--- src/rtl/registers_pkg.sv ---
// ============================================================================
// Module : registers_pkg
// Brief  : Shared operation and FSM state encodings for the register file.
// Rev    : 1.0 - parametrised register file with INC/DEC/CLEAR
// ============================================================================
`default_nettype none

package registers_pkg;

    // REG_NOP/REG_WRITE keep their legacy encodings; encodings 5..7 are unused.
    typedef enum logic [2:0] {
        REG_NOP   = 3'd0,
        REG_WRITE = 3'd1,
        REG_INC   = 3'd2,
        REG_DEC   = 3'd3,
        REG_CLEAR = 3'd4
    } registers_op_e;

    typedef enum logic [0:0] {
        RF_IDLE  = 1'b0,
        RF_CLEAR = 1'b1
    } regfile_state_e;

    localparam int MIN_REGS = 2;
    localparam int MAX_REGS = 16;

endpackage

`default_nettype wire

--- src/rtl/regfile_read_port.sv ---
// ============================================================================
// Module : regfile_read_port
// Brief  : One combinational read port: range check, R0 masking, write bypass.
// Rev    : 1.0 - initial release
// ============================================================================
`default_nettype none

module regfile_read_port
    import registers_pkg::*;
#(
    parameter int DATA_BUS_WIDTH = 8,
    parameter int NUM_REGS       = 4,
    parameter int ZERO_REG0      = 0,
    parameter int BYPASS         = 0,
    localparam int SEL_WIDTH     = $clog2(NUM_REGS)
) (
    input  logic [NUM_REGS-1:0][DATA_BUS_WIDTH-1:0] regs,
    input  logic [SEL_WIDTH-1:0]                    sel,
    input  logic                                    wr_fwd_valid,
    input  logic [SEL_WIDTH-1:0]                    wr_sel,
    input  logic [DATA_BUS_WIDTH-1:0]               wr_data,
    output logic [DATA_BUS_WIDTH-1:0]               rd_data
);

    always_comb begin
        rd_data = '0;
        // Matching by loop keeps out-of-range selects from indexing past the array.
        for (int i = 0; i < NUM_REGS; i++) begin
            if (sel == SEL_WIDTH'(i) && !(ZERO_REG0 != 0 && i == 0)) begin
                rd_data = regs[i];
            end
        end
        if (BYPASS != 0 && wr_fwd_valid && sel == wr_sel) begin
            rd_data = wr_data;
        end
    end

endmodule

`default_nettype wire

--- src/rtl/register_file.sv ---
// ============================================================================
// Module : register_file
// Brief  : Parametrised GP register file with INC/DEC, carry and clear sweep.
// Rev    : 1.0 - successor of the fixed 4x8 bank
// ============================================================================
`default_nettype none

module register_file
    import registers_pkg::*;
#(
    parameter int DATA_BUS_WIDTH = 8,
    parameter int NUM_REGS       = 4,
    parameter int ZERO_REG0      = 0,
    parameter int BYPASS         = 0,
    localparam int SEL_WIDTH     = $clog2(NUM_REGS)
) (
    input  logic                      clock,
    input  logic                      reset,
    input  registers_op_e             op,
    input  logic [SEL_WIDTH-1:0]      reg_in_sel,
    input  logic [SEL_WIDTH-1:0]      reg_1_out_sel,
    input  logic [SEL_WIDTH-1:0]      reg_2_out_sel,
    input  logic [DATA_BUS_WIDTH-1:0] reg_data_in,
    output logic [DATA_BUS_WIDTH-1:0] reg_1_out,
    output logic [DATA_BUS_WIDTH-1:0] reg_2_out,
    output logic                      reg_carry,
    output logic                      busy
);

    logic [NUM_REGS-1:0][DATA_BUS_WIDTH-1:0] regs_q, regs_d;
    logic                                    carry_q, carry_d;
    regfile_state_e                          state_q, state_d;
    logic [SEL_WIDTH-1:0]                    idx_q, idx_d;

    logic                      tgt_valid;
    logic [DATA_BUS_WIDTH-1:0] tgt_value;
    logic [DATA_BUS_WIDTH:0]   inc_sum;
    logic [DATA_BUS_WIDTH:0]   dec_diff;
    logic                      upd_en;
    logic [DATA_BUS_WIDTH-1:0] upd_val;
    logic                      wr_fwd;

    assign busy      = (state_q == RF_CLEAR);
    assign reg_carry = carry_q;

    always_comb begin
        tgt_valid = 1'b0;
        tgt_value = '0;
        for (int i = 0; i < NUM_REGS; i++) begin
            if (reg_in_sel == SEL_WIDTH'(i) && !(ZERO_REG0 != 0 && i == 0)) begin
                tgt_valid = 1'b1;
                tgt_value = regs_q[i];
            end
        end
    end

    // The extra MSB of each result is the wrap carry / borrow.
    assign inc_sum  = {1'b0, tgt_value} + {{DATA_BUS_WIDTH{1'b0}}, 1'b1};
    assign dec_diff = {1'b0, tgt_value} - {{DATA_BUS_WIDTH{1'b0}}, 1'b1};
    assign wr_fwd   = (op == REG_WRITE) && !busy && tgt_valid;

    always_comb begin
        regs_d  = regs_q;
        carry_d = carry_q;
        state_d = state_q;
        idx_d   = idx_q;
        upd_en  = 1'b0;
        upd_val = reg_data_in;

        case (state_q)
            RF_IDLE: begin
                case (op)
                    REG_WRITE: begin
                        upd_en = tgt_valid;
                    end
                    REG_INC: begin
                        upd_en  = tgt_valid;
                        upd_val = inc_sum[DATA_BUS_WIDTH-1:0];
                        carry_d = tgt_valid & inc_sum[DATA_BUS_WIDTH];
                    end
                    REG_DEC: begin
                        upd_en  = tgt_valid;
                        upd_val = dec_diff[DATA_BUS_WIDTH-1:0];
                        carry_d = tgt_valid & dec_diff[DATA_BUS_WIDTH];
                    end
                    REG_CLEAR: begin
                        idx_d   = '0;
                        state_d = RF_CLEAR;
                    end
                    default: begin
                    end
                endcase
            end
            RF_CLEAR: begin
                carry_d = 1'b0;
                for (int i = 0; i < NUM_REGS; i++) begin
                    if (idx_q == SEL_WIDTH'(i)) begin
                        regs_d[i] = '0;
                    end
                end
                if (idx_q == SEL_WIDTH'(NUM_REGS - 1)) begin
                    idx_d   = '0;
                    state_d = RF_IDLE;
                end else begin
                    idx_d = idx_q + SEL_WIDTH'(1);
                end
            end
            default: begin
                state_d = RF_IDLE;
            end
        endcase

        for (int i = 0; i < NUM_REGS; i++) begin
            if (upd_en && reg_in_sel == SEL_WIDTH'(i)) begin
                regs_d[i] = upd_val;
            end
        end
    end

    always_ff @(posedge clock) begin
        if (!reset) begin
            regs_q  <= '0;
            carry_q <= 1'b0;
            state_q <= RF_IDLE;
            idx_q   <= '0;
        end else begin
            regs_q  <= regs_d;
            carry_q <= carry_d;
            state_q <= state_d;
            idx_q   <= idx_d;
        end
    end

    regfile_read_port #(
        .DATA_BUS_WIDTH (DATA_BUS_WIDTH),
        .NUM_REGS       (NUM_REGS),
        .ZERO_REG0      (ZERO_REG0),
        .BYPASS         (BYPASS)
    ) u_read_port_1 (
        .regs         (regs_q),
        .sel          (reg_1_out_sel),
        .wr_fwd_valid (wr_fwd),
        .wr_sel       (reg_in_sel),
        .wr_data      (reg_data_in),
        .rd_data      (reg_1_out)
    );

    regfile_read_port #(
        .DATA_BUS_WIDTH (DATA_BUS_WIDTH),
        .NUM_REGS       (NUM_REGS),
        .ZERO_REG0      (ZERO_REG0),
        .BYPASS         (BYPASS)
    ) u_read_port_2 (
        .regs         (regs_q),
        .sel          (reg_2_out_sel),
        .wr_fwd_valid (wr_fwd),
        .wr_sel       (reg_in_sel),
        .wr_data      (reg_data_in),
        .rd_data      (reg_2_out)
    );

endmodule

`default_nettype wire

--- config.mk ---
export PLATFORM = sky130hd
export DESIGN_NAME = register_file
export DESIGN_NICKNAME = d
export VERILOG_FILES = /design/src/rtl/registers_pkg.sv /design/src/rtl/regfile_read_port.sv /design/src/rtl/register_file.sv
export SDC_FILE = /design/constraint.sdc
export NUM_CORES = 1
export LEC_CHECK = 0
export ABC_AREA = 0
export CORE_MARGIN = 3
export CORE_UTILIZATION = 59
export DETAILED_ROUTE_END_ITERATION = 16
export MAX_ROUTING_LAYER = met4
export PLACE_DENSITY = 0.85
export SETUP_SLACK_MARGIN = 0.4
export SKIP_LAST_GASP = 1
export SLEW_MARGIN = 20
export SYNTH_ARGS = -nofsm -noshare
export SYNTH_HDL_FRONTEND = slang
export SYNTH_HIERARCHICAL = 1
export SYNTH_SLANG_ARGS = --single-unit
export TNS_END_PERCENT = 1
--- constraint.sdc ---
create_clock -name clock -period 6.8 [get_ports clock]
set_clock_uncertainty 0.15 [all_clocks]
set_input_delay 1.7 -clock clock [delete_from_list [all_inputs] [get_ports clock]]
set_output_delay 1.7 -clock clock [all_outputs]
set_load 0.01 [all_outputs]
**Word-level counts from Yosys, hierarchy flattened**

Cells that the tools add are included.

- Register bits: 36
- Logic and storage cells: 89
- Output and inout port bits: 18
- Input port bits: 19

- Multiplexer cells: 37
- Equality and inequality tests: 18
- $add $sub $neg: 3
- Reduce and logical (&&, ||, !) cells: 21
- Bitwise gates (word level): 3

Operator list:

| cell | count |
|---|---|
| 2-to-1 mux 8 bit | 21 |
| 2-to-1 mux 32 bit | 1 |
| equality test 2 bit, second input constant | 8 |
| one-hot mux 8 bit (2 select lines) | 1 |
| nonzero test 2 bit | 8 |
| adder 8 x 1 -> 9 bit, second input constant | 1 |
| subtractor 8 x 1 -> 9 bit, second input constant | 1 |
| equality test 2 x 1 -> 1 bit, second input constant | 4 |
| zero test 2 bit | 4 |
| 2-to-1 mux 1 bit | 8 |
| AND reduction 2 bit | 4 |
| equality test 3 x 2 -> 1 bit, second input constant | 2 |
| one-hot mux 1 bit (2 select lines) | 3 |
| logical AND 1 bit | 4 |
| 2-to-1 mux 2 bit | 2 |
| one-hot mux 2 bit (2 select lines) | 1 |
| equality test 3 x 1 -> 1 bit, second input constant | 1 |
| equality test 3 bit, second input constant | 1 |
| inequality test 3 x 1 -> 1 bit, second input constant | 1 |
| OR reduction 3 bit | 1 |
| adder 2 x 1 -> 2 bit, second input constant | 1 |
| AND 1 bit | 2 |
| inequality test 2 x 1 -> 1 bit, second input constant | 1 |
| inverter 1 bit | 1 |

**Depth between registers and ports, before layout**

- Depth after elaboration: 10
- Depth in mapped cells: 11
- Depth with buffers taken out: 9

**Modules after synthesis**

The synthesis kept the hierarchy.

By module, submodules not included:

| module | instances | area each (um^2) | cells each | sequential area each (um^2) |
|---|---|---|---|---|
| register_file | 1 | 2190.9 | 257 | 720.7 |
| regfile_read_port | 2 | 196.4 | 10 | 0.0 |

**Worst setup path before layout**

OpenSTA, ideal clock, no wires.

- Path type: input-to-output
- From: in reg_1_out_sel[0]
- To: out reg_1_out[0]
- Data arrival time: 2.365 ns
- Buffers on the path: 1
- Data required time: 4.950 ns
- Path slack: 2.585 ns
- Stages on the path: 2
- Cells stage by stage: buf_6 -> mux4_2

- Word-level cells in the longest chain between the ends: 5
- Elaborated cells between the ends (all ways): 8
- Classes of those cells: eq/ne (3); mux (4); reduce/logical (1)

Ends and longest elaborated chain:

| what | line | RTL |
|---|---|---|
| start: declaration | register_file.sv:21 | `input logic [SEL_WIDTH-1:0] reg_1_out_sel,` |
| zero test 2 bit | regfile_read_port.sv:29 | `if (sel == SEL_WIDTH'(i) && !(ZERO_REG0 != 0 && i == 0)) begin` |
| 2-to-1 mux 8 bit (3 in series) | regfile_read_port.sv:29 |  |
| 2-to-1 mux 8 bit * | regfile_read_port.sv:29 |  |
| end: declaration | register_file.sv:24 | `output logic [DATA_BUS_WIDTH-1:0] reg_1_out,` |

Every way passes the cells marked *; elsewhere a longest branch is shown, timed or not.

**Worst setup path in the final report**

- From: in reg_2_out_sel[0]
- To: out reg_2_out[4]

- Word-level cells in the longest chain between the ends: 5
- Elaborated cells between the ends (all ways): 8
- Classes of those cells: eq/ne (3); mux (4); reduce/logical (1)

Ends and longest elaborated chain:

| what | line | RTL |
|---|---|---|
| start: declaration | register_file.sv:22 | `input logic [SEL_WIDTH-1:0] reg_2_out_sel,` |
| zero test 2 bit | regfile_read_port.sv:29 |  |
| 2-to-1 mux 8 bit (3 in series) | regfile_read_port.sv:29 |  |
| 2-to-1 mux 8 bit * | regfile_read_port.sv:29 |  |
| end: declaration | register_file.sv:25 | `output logic [DATA_BUS_WIDTH-1:0] reg_2_out,` |

Marks and branches as above.

==> run summary <==
outcome = finished clean
GPL Wtd Cong = 0.871
Initial Utilization = 62.6%
Via Count = 2,417
CP Class = primary input to primary output
antenna viol nets, final = 0
antenna cells = 0
finished layout cell area = 3020 um^2
Synth Instances = 276
DPL Wire Length = 4.78 mm
worst endpoint required time = 4950 ps
fin. max-slew vios = 0
RSZ-0062 raised after global routing = false
Fmax = 179 MHz
placeable core area = 4120 um^2
fillcell total = 316
CTS max path bufs = 2
full die area = 5200 um^2
syn nets = 301
GRT Resource Usage Total = 28.8%
largest net degree at the start of global routing = 38
Cell Rows = 23
Post-Syn Area = 2580 um^2
Post-Layout Cell Count = 352
Ports = 37
via density per instance = 6.87
FF/Latch Area = 721 um^2
number of global-route vias before repair = 2,241
Period minus WS final = 5580 ps
routed len/inst = 20.2 um
first-pass GRT wire length = 11.0 mm
placed inst area = 2910 um^2
worst-path maximum fanout = 8
Static Leak = 1.06 nW
die width = 72.1 um
Synth Area per Inst = 9.34 um^2
final setup TNS = 0 ps
first-pass iteration count of the detailed router = 5
HP Class = flip-flop to flip-flop
Slew @ Worst Pin = 820 ps
GR Util met3 = 5.68%
Setup Viol. Count Final = 0
overall routed net length = 7.11 mm
clock slew at the register clock pins of the worst setup and hold paths = 70 ps
final-report hold violation count = 0
worst skew pair latency = 300 ps
CTS Sinks = 36
# port buffers = 36
Max Cap Viol = 0
layer with the highest usage = met2
post-CTS setup buffer count = 0
DR iter-0 viols = 356
Pwr Density = 176 nW/um^2
CTS H-tree depth = 2
Core Util, Final = 73.4%
Post-Place Setup Slack = 1230 ps
dpl cells = 344
fin nets = 326
Rel. slew slack = 45.3%
CP Capture Type = primary output
initial antenna violation count = 0
number of hold buffers added after cts = 0
share of cells above drive strength 1 = 12.9%
met2 usage = 45.7%
root buf cell = clkbuf_8
Crit path arrival time = 3730 ps
CP startpoint kind = primary input
Multi-input gate area = 1730 um^2
synth warn = 6
GRT overflow = 0
crit share post-route = 82.1%
worst-case vdd ir drop = 134 uV
Die Span Y = 72.1 um
Area Growth Syn to Fin = 17.1%
Setup WS post-layout = 1220 ps
post_cts resized = 0
DR DRC count = 0
cts bufs inserted = 5
met1 Usage GRT = 35.6%
CTS tree = built
-- layout make-up --
type | count | share of cell area [%]
flip-flops and latches | 36 | 23.9
well taps | 50 | 2.07
inverters | 7 | 0.870
clock buffers | 5 | 2.28
repair buffers | 38 | 12.3
clock inverters | 3 | 1.41
multi-input cells | 213 | 57.2
-- routing by layer --
layer	part of all wire (%)	up-vias
li1	-	1093
met4	4.2	0
met1	40	1128
met5	0	-
met3	8.2	35
met2	47	161
-- power by group --
group          switching, W  internal [W]  total [W]
clock network     0.0000837      0.000109   0.000192
logic             0.0000579     0.0000531   0.000111
registers        0.00000832      0.000218   0.000227
total              0.000150      0.000380   0.000530
-- state kept, by name, summed over array words and instances, names as in the netlist --
signal,cells
regs_q,32
idx_q,2
busy,1
reg_carry,1
-- placed cells by master, fill, tap and decap left out, types with 9 or more instances in the layout --
cell type	instances
and2_1	16
nor2_1	9
nand2_1	19
nor3_1	12
mux4_2	21
o21ai_0	29
dfxtp_1	36
nand3_1	30
o21a_1	10
clkdlybuf4s50_1	35
-- path summary, 6_finish.rpt --
kind | from | endpoint | slack, ps | cells past startpoint
max | reg_2_out_sel[0] | reg_2_out[4] | 1220 | 3
max reg2reg | regs_q[24] | regs_q[12] | 4120 | 9
min reg2reg | reg_carry | reg_carry | 380 | 2
min | reg_carry | reg_carry | 380 | 2
-- critical path: stages --
cell,delay (ps)
clkdlybuf4s50_1,930
mux4_2,600
clkdlybuf4s50_1,500
-- per-stage QoR --
step / total power, W / hold slack, ps
2_1_floorplan: 0.000304 / 364
6_report: 0.000530 / 381
3_3_place_gp: 0.000337 / 354
5_1_grt: 0.000546 / 410
3_5_place_dp: 0.000340 / 365
4_1_cts: 0.000527 / 377
No activity file was read; power rests on OpenSTA's default activity.
